[config.mk]
export PLATFORM = sky130hd
export DESIGN_NAME = aes_byte_packer
export DESIGN_NICKNAME = d
export VERILOG_FILES = /design/src/rtl/aes_byte_packer.sv
export SDC_FILE = /design/constraint.sdc
export NUM_CORES = 1
export LEC_CHECK = 0
export CAP_MARGIN = 0
export CORE_UTILIZATION = 48
export DETAILED_ROUTE_END_ITERATION = 10
export HOLD_SLACK_MARGIN = 0.02
export PLACE_DENSITY = 0.8
export SLEW_MARGIN = 25
export SYNTH_ARGS = -nofsm -noshare
export SYNTH_HDL_FRONTEND = slang
export SYNTH_SLANG_ARGS = --single-unit
[constraint.sdc]
create_clock -name clk -period 1.92 [get_ports clk]
set_clock_uncertainty 0.15 [all_clocks]
set_input_delay 0.384 -clock clk [delete_from_list [all_inputs] [get_ports clk]]
set_output_delay 0.384 -clock clk [all_outputs]
set_load 0.1 [all_outputs]
[src/rtl/aes_byte_packer.sv]
// Byte-to-block packer in front of an AES-128 core: gathers 16 bytes into a
// 128-bit word and hands it over either as a key load or as a data block.
module aes_byte_packer (
  input  logic         clk,
  input  logic         rstn,
  input  logic         s_valid,
  input  logic [7:0]   s_data,
  input  logic         s_is_key,
  input  logic         s_abort,
  output logic         s_ready,
  input  logic         rk_ready,
  output logic [127:0] key_out,
  output logic         key_load,
  output logic [127:0] blk_out,
  output logic         blk_valid,
  output logic [4:0]   byte_cnt
);

  localparam logic [1:0] FILL      = 2'd0;
  localparam logic [1:0] EMIT_KEY  = 2'd1;
  localparam logic [1:0] WAIT_RK   = 2'd2;
  localparam logic [1:0] HOLD_DATA = 2'd3;

  logic [1:0]   state_q, state_d;
  logic [4:0]   cnt_q, cnt_d;
  logic         kind_q, kind_d;
  logic         wait_first_q, wait_first_d;
  logic [127:0] shreg_q, shreg_d;
  logic [127:0] key_q, key_d;
  logic [127:0] blk_q, blk_d;
  logic         hs_s;

  // Handshake qualifiers and pulse outputs; pulses are forced low while in reset.
  always_comb begin
    s_ready   = rstn && (state_q == FILL);
    hs_s      = s_valid && s_ready;
    key_load  = rstn && (state_q == EMIT_KEY);
    blk_valid = rstn && (state_q == HOLD_DATA) && rk_ready;
    byte_cnt  = cnt_q;
  end

  // Word outputs track the shift register during their pulse and hold afterwards.
  always_comb begin
    if (key_load) begin
      key_out = shreg_q;
    end else begin
      key_out = key_q;
    end
    if (blk_valid) begin
      blk_out = shreg_q;
    end else begin
      blk_out = blk_q;
    end
  end

  // Next-state logic for the packing FSM.
  always_comb begin
    state_d      = state_q;
    cnt_d        = cnt_q;
    kind_d       = kind_q;
    wait_first_d = wait_first_q;
    shreg_d      = shreg_q;
    key_d        = key_q;
    blk_d        = blk_q;
    case (state_q)
      FILL: begin
        // Abort wins over a byte offered in the same cycle.
        if (s_abort) begin
          cnt_d = 5'd0;
        end else if (hs_s) begin
          shreg_d = {shreg_q[119:0], s_data};
          cnt_d   = cnt_q + 5'd1;
          if (cnt_q == 5'd0) begin
            kind_d = s_is_key;
          end else begin
            kind_d = kind_q;
          end
          if (cnt_q == 5'd15) begin
            if (kind_q) begin
              state_d = EMIT_KEY;
            end else begin
              state_d = HOLD_DATA;
            end
          end else begin
            state_d = FILL;
          end
        end else begin
          cnt_d = cnt_q;
        end
      end
      EMIT_KEY: begin
        key_d        = shreg_q;
        wait_first_d = 1'b1;
        state_d      = WAIT_RK;
      end
      WAIT_RK: begin
        // The core drops rk_ready a cycle after the load; ignore the stale level.
        if (wait_first_q) begin
          wait_first_d = 1'b0;
        end else if (rk_ready) begin
          state_d = FILL;
          cnt_d   = 5'd0;
        end else begin
          state_d = WAIT_RK;
        end
      end
      HOLD_DATA: begin
        if (rk_ready) begin
          blk_d   = shreg_q;
          state_d = FILL;
          cnt_d   = 5'd0;
        end else begin
          state_d = HOLD_DATA;
        end
      end
      default: begin
        state_d = FILL;
        cnt_d   = 5'd0;
      end
    endcase
  end

  // State registers with synchronous active-low reset.
  always_ff @(posedge clk) begin
    if (!rstn) begin
      state_q      <= FILL;
      cnt_q        <= 5'd0;
      kind_q       <= 1'b0;
      wait_first_q <= 1'b0;
      shreg_q      <= 128'd0;
      key_q        <= 128'd0;
      blk_q        <= 128'd0;
    end else begin
      state_q      <= state_d;
      cnt_q        <= cnt_d;
      kind_q       <= kind_d;
      wait_first_q <= wait_first_d;
      shreg_q      <= shreg_d;
      key_q        <= key_d;
      blk_q        <= blk_d;
    end
  end

endmodule

# Word-level counts from Yosys, hierarchy flattened
# Cells that the tools add are included.
[op_classes]
addsub = 1
mul = 0
n_div = 0
magnitude_cmp = 0
n_eq_ne = 8
shift = 0
muxes = 16
bitwise_logic = 1
n_reduce_logical = 14
[ops]
columns = ["operator", "count"]
rows = [
  ["$mux W128", 2],
  ["$mux W5", 4],
  ["$pmux W5 S3", 1],
  ["$mux W2", 7],
  ["$reduce_and A3 Y1", 3],
  ["$pmux W2 S4", 1],
  ["$ne A2 B2 Y1 const B", 3],
  ["$add A5 B1 Y5 const B", 1],
  ["$eq A5 B4 Y1 const B", 1],
  ["$logic_and A1 B1 Y1", 5],
  ["$logic_not A5 Y1", 1],
  ["$eq A2 B2 Y1 const B", 2],
  ["$reduce_and A4 Y1", 1],
  ["$ne A3 B3 Y1 const B", 1],
  ["$reduce_bool A3 Y1", 1],
  ["$eq A2 B1 Y1 const B", 1],
  ["$logic_not A2 Y1", 1],
  ["$pmux W1 S2", 1],
  ["$reduce_and A2 Y1", 1],
  ["$reduce_bool A2 Y1", 1],
  ["$not A1 Y1", 1],
]
[totals]
reg_bits = 393
latch_bits = 0
ramBits = 0
mem_bits_ro = 0
in_bits = 14
output_inout_bits = 264
elab_cells = 47
mem_count = 0

# Depth between registers and ports, before layout
# Gate-level depths: netlist (run 1).
[logic_depth]
depth_word = 6
ltp_mapped = 8
depth_no_buf = 6

# Least setup slack after synthesis (run 1)
# No wires, ideal clock.
[synth_path]
path_kind = "reg2out"
start = "register state_q[1]"
end = "output port blk_out[118]"
arrival_time_ps = 2655
slack_ps = -1269
stages_incl_launch_ff = 7
path_buffers = 1
cell_sequence = "dfxtp_1 ha_1 nand3_1 inv_1 clkbuf_1 nand2_1 nand2_1"
[synth_via]
elab_chain_cells = 4
[synth_lines]
columns = ["item", "line", "text"]
rows = [
  ["start: declaration", "24", "logic [1:0] state_q, state_d;"],
  ["start signal: assignment", "134", "state_q <= state_d;"],
  ["$eq A2 B2 Y1", "38", "blk_valid = rstn && (state_q == HOLD_DATA) && rk_ready;"],
  ["$logic_and A1 B1 Y1 (2 in series)", "38", ""],
  ["named net blk_valid", "15", "output logic blk_valid,"],
  ["$mux W128", "49", "if (blk_valid) begin"],
  ["end: declaration", "14", "output logic [127:0] blk_out,"],
]
# The timed path passes the listed nets, and every way through them passes these cells.

# Final worst setup path (run 1)
[layout_path]
start = "register state_q[0]"
end = "output port key_out[24]"
[layout_via]
elab_chain_cells = 3
[layout_lines]
columns = ["item", "line", "text"]
rows = [
  ["$eq A2 B1 Y1", "37", "key_load = rstn && (state_q == EMIT_KEY);"],
  ["$logic_and A1 B1 Y1", "37", ""],
  ["$mux W128", "44", "if (key_load) begin"],
  ["end: declaration", "12", "output logic [127:0] key_out,"],
]
# Every way passes these cells.

==> results.json, run 1 <==
{
  "status": "complete, but fails checks",
  "first_global_vias": 16100,
  "rr_worst_depth": 10,
  "worstSkewPairLatency_ns": 0.52,
  "slowest_delay_ns": 0.34,
  "cts.sinks": 393,
  "worst_slew_pin_slew_ns": 0.875,
  "reg2reg_to": "shreg_q[96]",
  "core_region_area_um2": 32800,
  "violations": "setup timing",
  "pin_count": 278,
  "crit_path_frequent_cell": "buf_12",
  "cts_root_buf": "clkbuf_16",
  "hpwlAfterDp_mm": 35.4,
  "stdcell_count": 2743,
  "start_util": 0.491,
  "synth_area_um2": 16100,
  "cpMaxStageDelayCell": "dfxtp_2",
  "synth_area_leaders": "dfxtp_1 49%, nand2_1 21%, mux2_2 8.9%",
  "cap_violations": 0,
  "hold_viol_final": 0,
  "setup_viol": 501,
  "cp_cell_sequence": "buf_12 -> ha_4 -> nand2_8 -> buf_12 -> clkbuf_16 -> mux2_4 -> buf_12",
  "seq_area_frac_synth": 0.489,
  "grt_max_degree": 92,
  "wl_mm": 58.2,
  "fin_nets": 2291,
  "slew_viol_final": 0,
  "syn_avg_cell_area_um2": 8.08,
  "die_y_um": 185,
  "rsz0062_at_grt": "true",
  "cts_tree": "built",
  "clk_pin_slew_worst_paths_ns": 0.07,
  "start_kind": "flip-flop",
  "r2r_start": "state_q[0]",
  "htree_levels": 2,
  "hold_start": "s_data[2]",
  "drc": 0,
  "cts_made_buffers": 40,
  "p_leak_uw": 0.0113,
  "post_synth_num_cell_types": 34,
  "synth_top_area_frac": 0.489,
  "grt.total_usage": 0.335,
  "hold_end": "shreg_q[2]",
  "die_w_um": 185,
  "area_growth_syn_to_layout_pct": 68.8,
  "fin_util": 0.829,
  "ctsHoldBuffers": 0,
  "cp_num_buf_inv": 4,
  "clk_path_buf_depth": 3,
  "antenna_found_initial": 3,
  "clock.fmax_mhz": 374,
  "ant_nets": 0,
  "required_ns": 1.39,
  "fin_hold_ws_ns": 0.272,
  "drt_first_pass_iters": 6,
  "layout-drive-gt1-share": 0.374,
  "place_inst": 2645,
  "portBuffers": 277,
  "synth_seq_cells": 393,
  "dr_total_vias": 15400,
  "ff2ff_setup_slack_ns": -0.23,
  "crit_arrival_ns": 2.14,
  "hold_path_depth": 3,
  "overflow": 0,
  "finalCritPeriodShare": 1.39,
  "gp_congestion": 0.862,
  "ir_drop_v": 0.000592,
  "synth_top_cell_by_area": "dfxtp_1",
  "viasPerCell": 5.62,
  "yosysWarnings": 0,
  "worst_slack_ns": -0.752,
  "initialDrtViolationCount": 1328,
  "grt_pass1_wl_mm": 89.3,
  "rows": 66,
  "critPathTopFamily": "buffers and inverters",
  "syn_inst": 1994,
  "total_power_uw": 19800,
  "period_minus_slack_ns": 2.67,
  "powerDensity_nw_per_um2": 729,
  "slew_headroom": 0.416,
  "hold_path_class": "input pin to flip-flop",
  "worstPathMaxFanout": 8,
  "path_class": "flip-flop to output port",
  "end_kind": "output port",
  "nFillCells": 1630,
  "wl_per_cell_um": 21.2,
  "pre_cts_ws_ns": -0.700,
  "syn-num-nets": 2016,
  "die_area_um2": 34300
}
==> through the flow <==
stage | area [µm²] | TNS [ns]
floorplan | 18700 | -25.55
detailed placement | 24800 | -289.13
finish | 27200 | -192.60
CTS | 27000 | -188.16
global route | 27200 | -225.97
global placement | 24800 | -287.31
==> worst register-to-register path: cells and delay by family, from the launching register on <==
| kind | cells | cell delay, ns |
|---|---|---|
| compound gates | 1 | 0.20 |
| fa+ha+maj | 1 | 0.21 |
| buf+inv | 5 | 0.68 |
| flops | 1 | 0.36 |
| simple gates | 3 | 0.47 |
==> worst max path at each step <==
stage                     cells past startpoint  startpoint           end  slack, ns
after floorplan                               6  state_q[0]  blk_out[118]      -0.26
after global placement                        6        rstn   key_out[57]      -0.69
after detailed placement                      6        rstn    key_out[9]      -0.70
after CTS                                     7  state_q[0]   key_out[42]      -0.76
after global routing                          8  state_q[0]   blk_out[70]      -0.80
final                                         7  state_q[0]   key_out[24]      -0.75
==> cells by family after synthesis <==
family                     count (synthesis)  share of synthesized area
AOI/OAI and AO/OA                        145                     0.0478
DFF                                      393                      0.489
adders and majority gates                  8                    0.00622
muxes                                    257                      0.170
and+or+nand+nor                         1053                      0.250
buffers and inverters                    138                     0.0383
==> repair_timing <==
action                                  in CTS  in global routing
buffers inserted                            12                  0
endpoints found under the setup margin     327                530
resized for setup                          136                 34
cloned                                       9                  5
==> registers in the layout (all words and copies together), names as in the netlist <==
signal        flops
key_q           128
blk_q           128
shreg_q         128
byte_cnt          5
wait_first_q      1
state_q           2
kind_q            1
==> area by class of cell <==
| cell class | count | area (µm²) | share of cell area |
|---|---|---|---|
| Sequential cell | 393 | 7890 | 0.290 |
| Tap cell | 442 | 553 | 0.0203 |
| Antenna cell | 3 | 7.51 | 0.000276 |
| Multi-Input combinational cell | 1463 | 10500 | 0.387 |
| Inverter | 8 | 48.8 | 0.00179 |
| Clock inverter | 26 | 350 | 0.0129 |
| Clock buffer | 45 | 1070 | 0.0394 |
| Timing Repair Buffer | 363 | 6750 | 0.248 |
==> synth_stat cells, drive strengths merged <==
master   instances
nand4            1
o211ai           1
or4              1
o21ai            3
inv              8
a21oi          133
nor3b            1
nand3            3
o31ai            1
a211oi           2
clkbuf          40
nor2           134
ha               8
o41ai            1
or4b             1
nand3b           3
o311ai           2
dfxtp          393
nand2          898
mux2i          129
buf             90
and2             3
mux2           128
nor3             2
and3             2
or3              2
o311a            1
and2b            2
o2bb2ai          1
==> cells in the final DEF (no fill, tap or decap), drive strengths merged, types with 2 or more instances in the layout <==
cell           netlist  final
nand2              898    898
dfxtp              393    393
buf                 90    344
nor2               134    134
a21oi              133    133
mux2i              129    129
mux2               128    128
clkbuf              40     50
clkdlybuf4s50        0     13
clkinv               0     10
inv                  8     10
ha                   8      8
clkinvlp             0      7
bufinv               0      7
diode                0      3
and2                 3      3
nand3b               3      3
o21ai                3      3
nand3                3      3
o311ai               2      2
nor3                 2      2
a211oi               2      2
and3                 2      2
or3                  2      2
and2b                2      2
==> routing by layer <==
layer / vias up / GRT usage / routed length [µm]
li1: 6955 / - / -
met5: - / 0 / 0
met4: 0 / 0.164 / 2830
met1: 7493 / 0.381 / 21300
met3: 198 / 0.0659 / 4580
met2: 760 / 0.598 / 29500
==> where the power goes <==
part | leakage (µW) | switching (µW) | internal (µW)
sequential | 0.00317 | 68.8 | 8210
clock | 0.000681 | 3390 | 5020
combinational | 0.00747 | 1820 | 1310
total | 0.0113 | 5280 | 14500
(Power assumes the default switching activity.)
==> inputs of run 2 (changes only) <==
--- a/config.mk
+++ b/config.mk
@@ -9,8 +9,9 @@
 export CORE_UTILIZATION = 48
 export DETAILED_ROUTE_END_ITERATION = 10
 export HOLD_SLACK_MARGIN = 0.02
-export PLACE_DENSITY = 0.8
+export PLACE_DENSITY = 0.76
 export SLEW_MARGIN = 25
 export SYNTH_ARGS = -nofsm -noshare
 export SYNTH_HDL_FRONTEND = slang
 export SYNTH_SLANG_ARGS = --single-unit
+export TNS_END_PERCENT = 5
==> results.json, run 2 (synthesized netlist as in run 1, its figures left out) <==
{
  "cpMaxStageDelayCell": "mux2_2",
  "grt_pass1_wl_mm": 79.0,
  "first_global_vias": 14700,
  "clock.fmax_mhz": 383,
  "crit_arrival_ns": 2.08,
  "worst_slack_ns": -0.694,
  "cts.sinks": 393,
  "grtUsageMet1": 0.364,
  "layout_common_cells": "807 x nand2_1, 386 x dfxtp_1, 285 x buf_12",
  "placed_area_um2": 22600,
  "cap_violations": 0,
  "fin_area_um2": 25200,
  "slew_viol_final": 0,
  "worstPathMaxFanout": 11,
  "viasPerCell": 5.45,
  "overflow": 0,
  "cts_root_buf": "clkbuf_16",
  "crit_path_frequent_cell": "buf_12",
  "powerDensity_nw_per_um2": 790,
  "hold_path_class": "input pin to flip-flop",
  "clk_path_buf_depth": 3,
  "layout_commonest_cell": "nand2_1",
  "area_growth_syn_to_layout_pct": 56.3,
  "die_y_um": 185,
  "setup_viol": 383,
  "finalCritPeriodShare": 1.36,
  "antenna_found_initial": 1,
  "die_w_um": 185,
  "path_class": "flip-flop to output port",
  "top_regs": "blk_q (128), key_q (128), shreg_q (128)",
  "violations": "setup timing",
  "fin_util": 0.768,
  "drt_first_pass_iters": 5,
  "drc": 0,
  "slew_headroom": 0.670,
  "worst_slew_pin_slew_ns": 0.495,
  "rows": 66,
  "grt.busiest_layer": "met2",
  "fin_nets": 2290,
  "finalSetupTns_ns": -173.02,
  "antennaDiodeCount": 0,
  "die_area_um2": 34300,
  "start_kind": "flip-flop",
  "worstSkewPairLatency_ns": 0.51,
  "hpwlAfterDp_mm": 32.6,
  "status": "complete, but fails checks",
  "initialDrtViolationCount": 1142,
  "layout-drive-gt1-share": 0.295,
  "grt_max_degree": 65,
  "wl_per_cell_um": 19.5,
  "required_ns": 1.39,
  "gp_congestion": 0.824,
  "period_minus_slack_ns": 2.61,
  "grtUsageMet2": 0.493,
  "end_kind": "output port",
  "total_power_uw": 19900,
  "ctsHoldBuffers": 0,
  "grtUsageMet3": 0.0608,
  "cts_tree": "built",
  "grt.total_usage": 0.291,
  "htree_levels": 2,
  "hold_viol_final": 0,
  "ant_nets": 0,
  "slowest_delay_ns": 0.38,
  "start_util": 0.491,
  "cp_cell_sequence": "inv_2 -> ha_4 -> nand2_8 -> buf_12 -> buf_16 -> mux2_2 -> buf_12",
  "wl_mm": 53.4,
  "core_region_area_um2": 32800,
  "p_leak_uw": 0.0109,
  "pin_count": 278,
  "rsz0062_at_grt": "true",
  "clk_pin_slew_worst_paths_ns": 0.06,
  "portBuffers": 277,
  "dr_total_vias": 14900,
  "cts_made_buffers": 41,
  "ir_drop_v": 0.000741
}
## run 2: final timing paths
| path | startpoint | end | slack (ns) | cells past startpoint |
|---|---|---|---|---|
| setup / recovery | state_q[1] | key_out[93] | -0.69 | 7 |
| hold / removal | s_data[5] | shreg_q[5] | 0.27 | 3 |
| setup reg to reg | state_q[1] | key_q[46] | -0.23 | 6 |
| hold reg to reg | blk_q[96] | blk_q[96] | 0.29 | 2 |
## run 2: area by class of cell
cell class	count	area (µm²)
clock buffers	54	1180
clock inverters	16	236
fillers	2016	7620
inverters	8	47.5
multi-input cells	1463	8560
flip-flops and latches	393	7890
well taps	442	553
repair buffers	361	6700
## run 2: where the power goes
part / internal, µW / total [µW] / leakage, µW / switching [µW]
registers: 8210 / 8280 / 0.00317 / 66.5
logic: 1390 / 3230 / 0.00704 / 1840
clock network: 5130 / 8370 / 0.000704 / 3240
total: 14700 / 19900 / 0.0109 / 5150
## run 2: stage by stage
stage | instances | hold slack [ns] | worst slack [ns]
floorplan | 1994 | 0.273 | -0.449
global placement | 2652 | 0.279 | -0.554
detailed placement | 2652 | 0.283 | -0.591
CTS | 2729 | 0.254 | -0.704
global route | 2737 | 0.278 | -0.741
finish | 2737 | 0.265 | -0.694
## run 2: metal layers
layer	share of wire	wire, µm
met4	0.036	1910
met1	0.39	20800
met5	0.00024	13
met3	0.083	4400
met2	0.49	26200
## run 2: timing repair
item                                    4_1_cts  5_1_grt
buffers inserted                              2        1
pin swaps                                     2        5
gates resized for setup                     122       90
gates cloned                                  5        7
endpoints found under the setup margin      499      499
## run 2: worst max-delay path: cells and delay by family, from the launching register on
family                     cells  cell delay [ns]
buffers and inverters          4             0.54
and+or+nand+nor                1             0.10
muxes                          1             0.38
DFF                            1             0.35
adders and majority gates      1             0.17
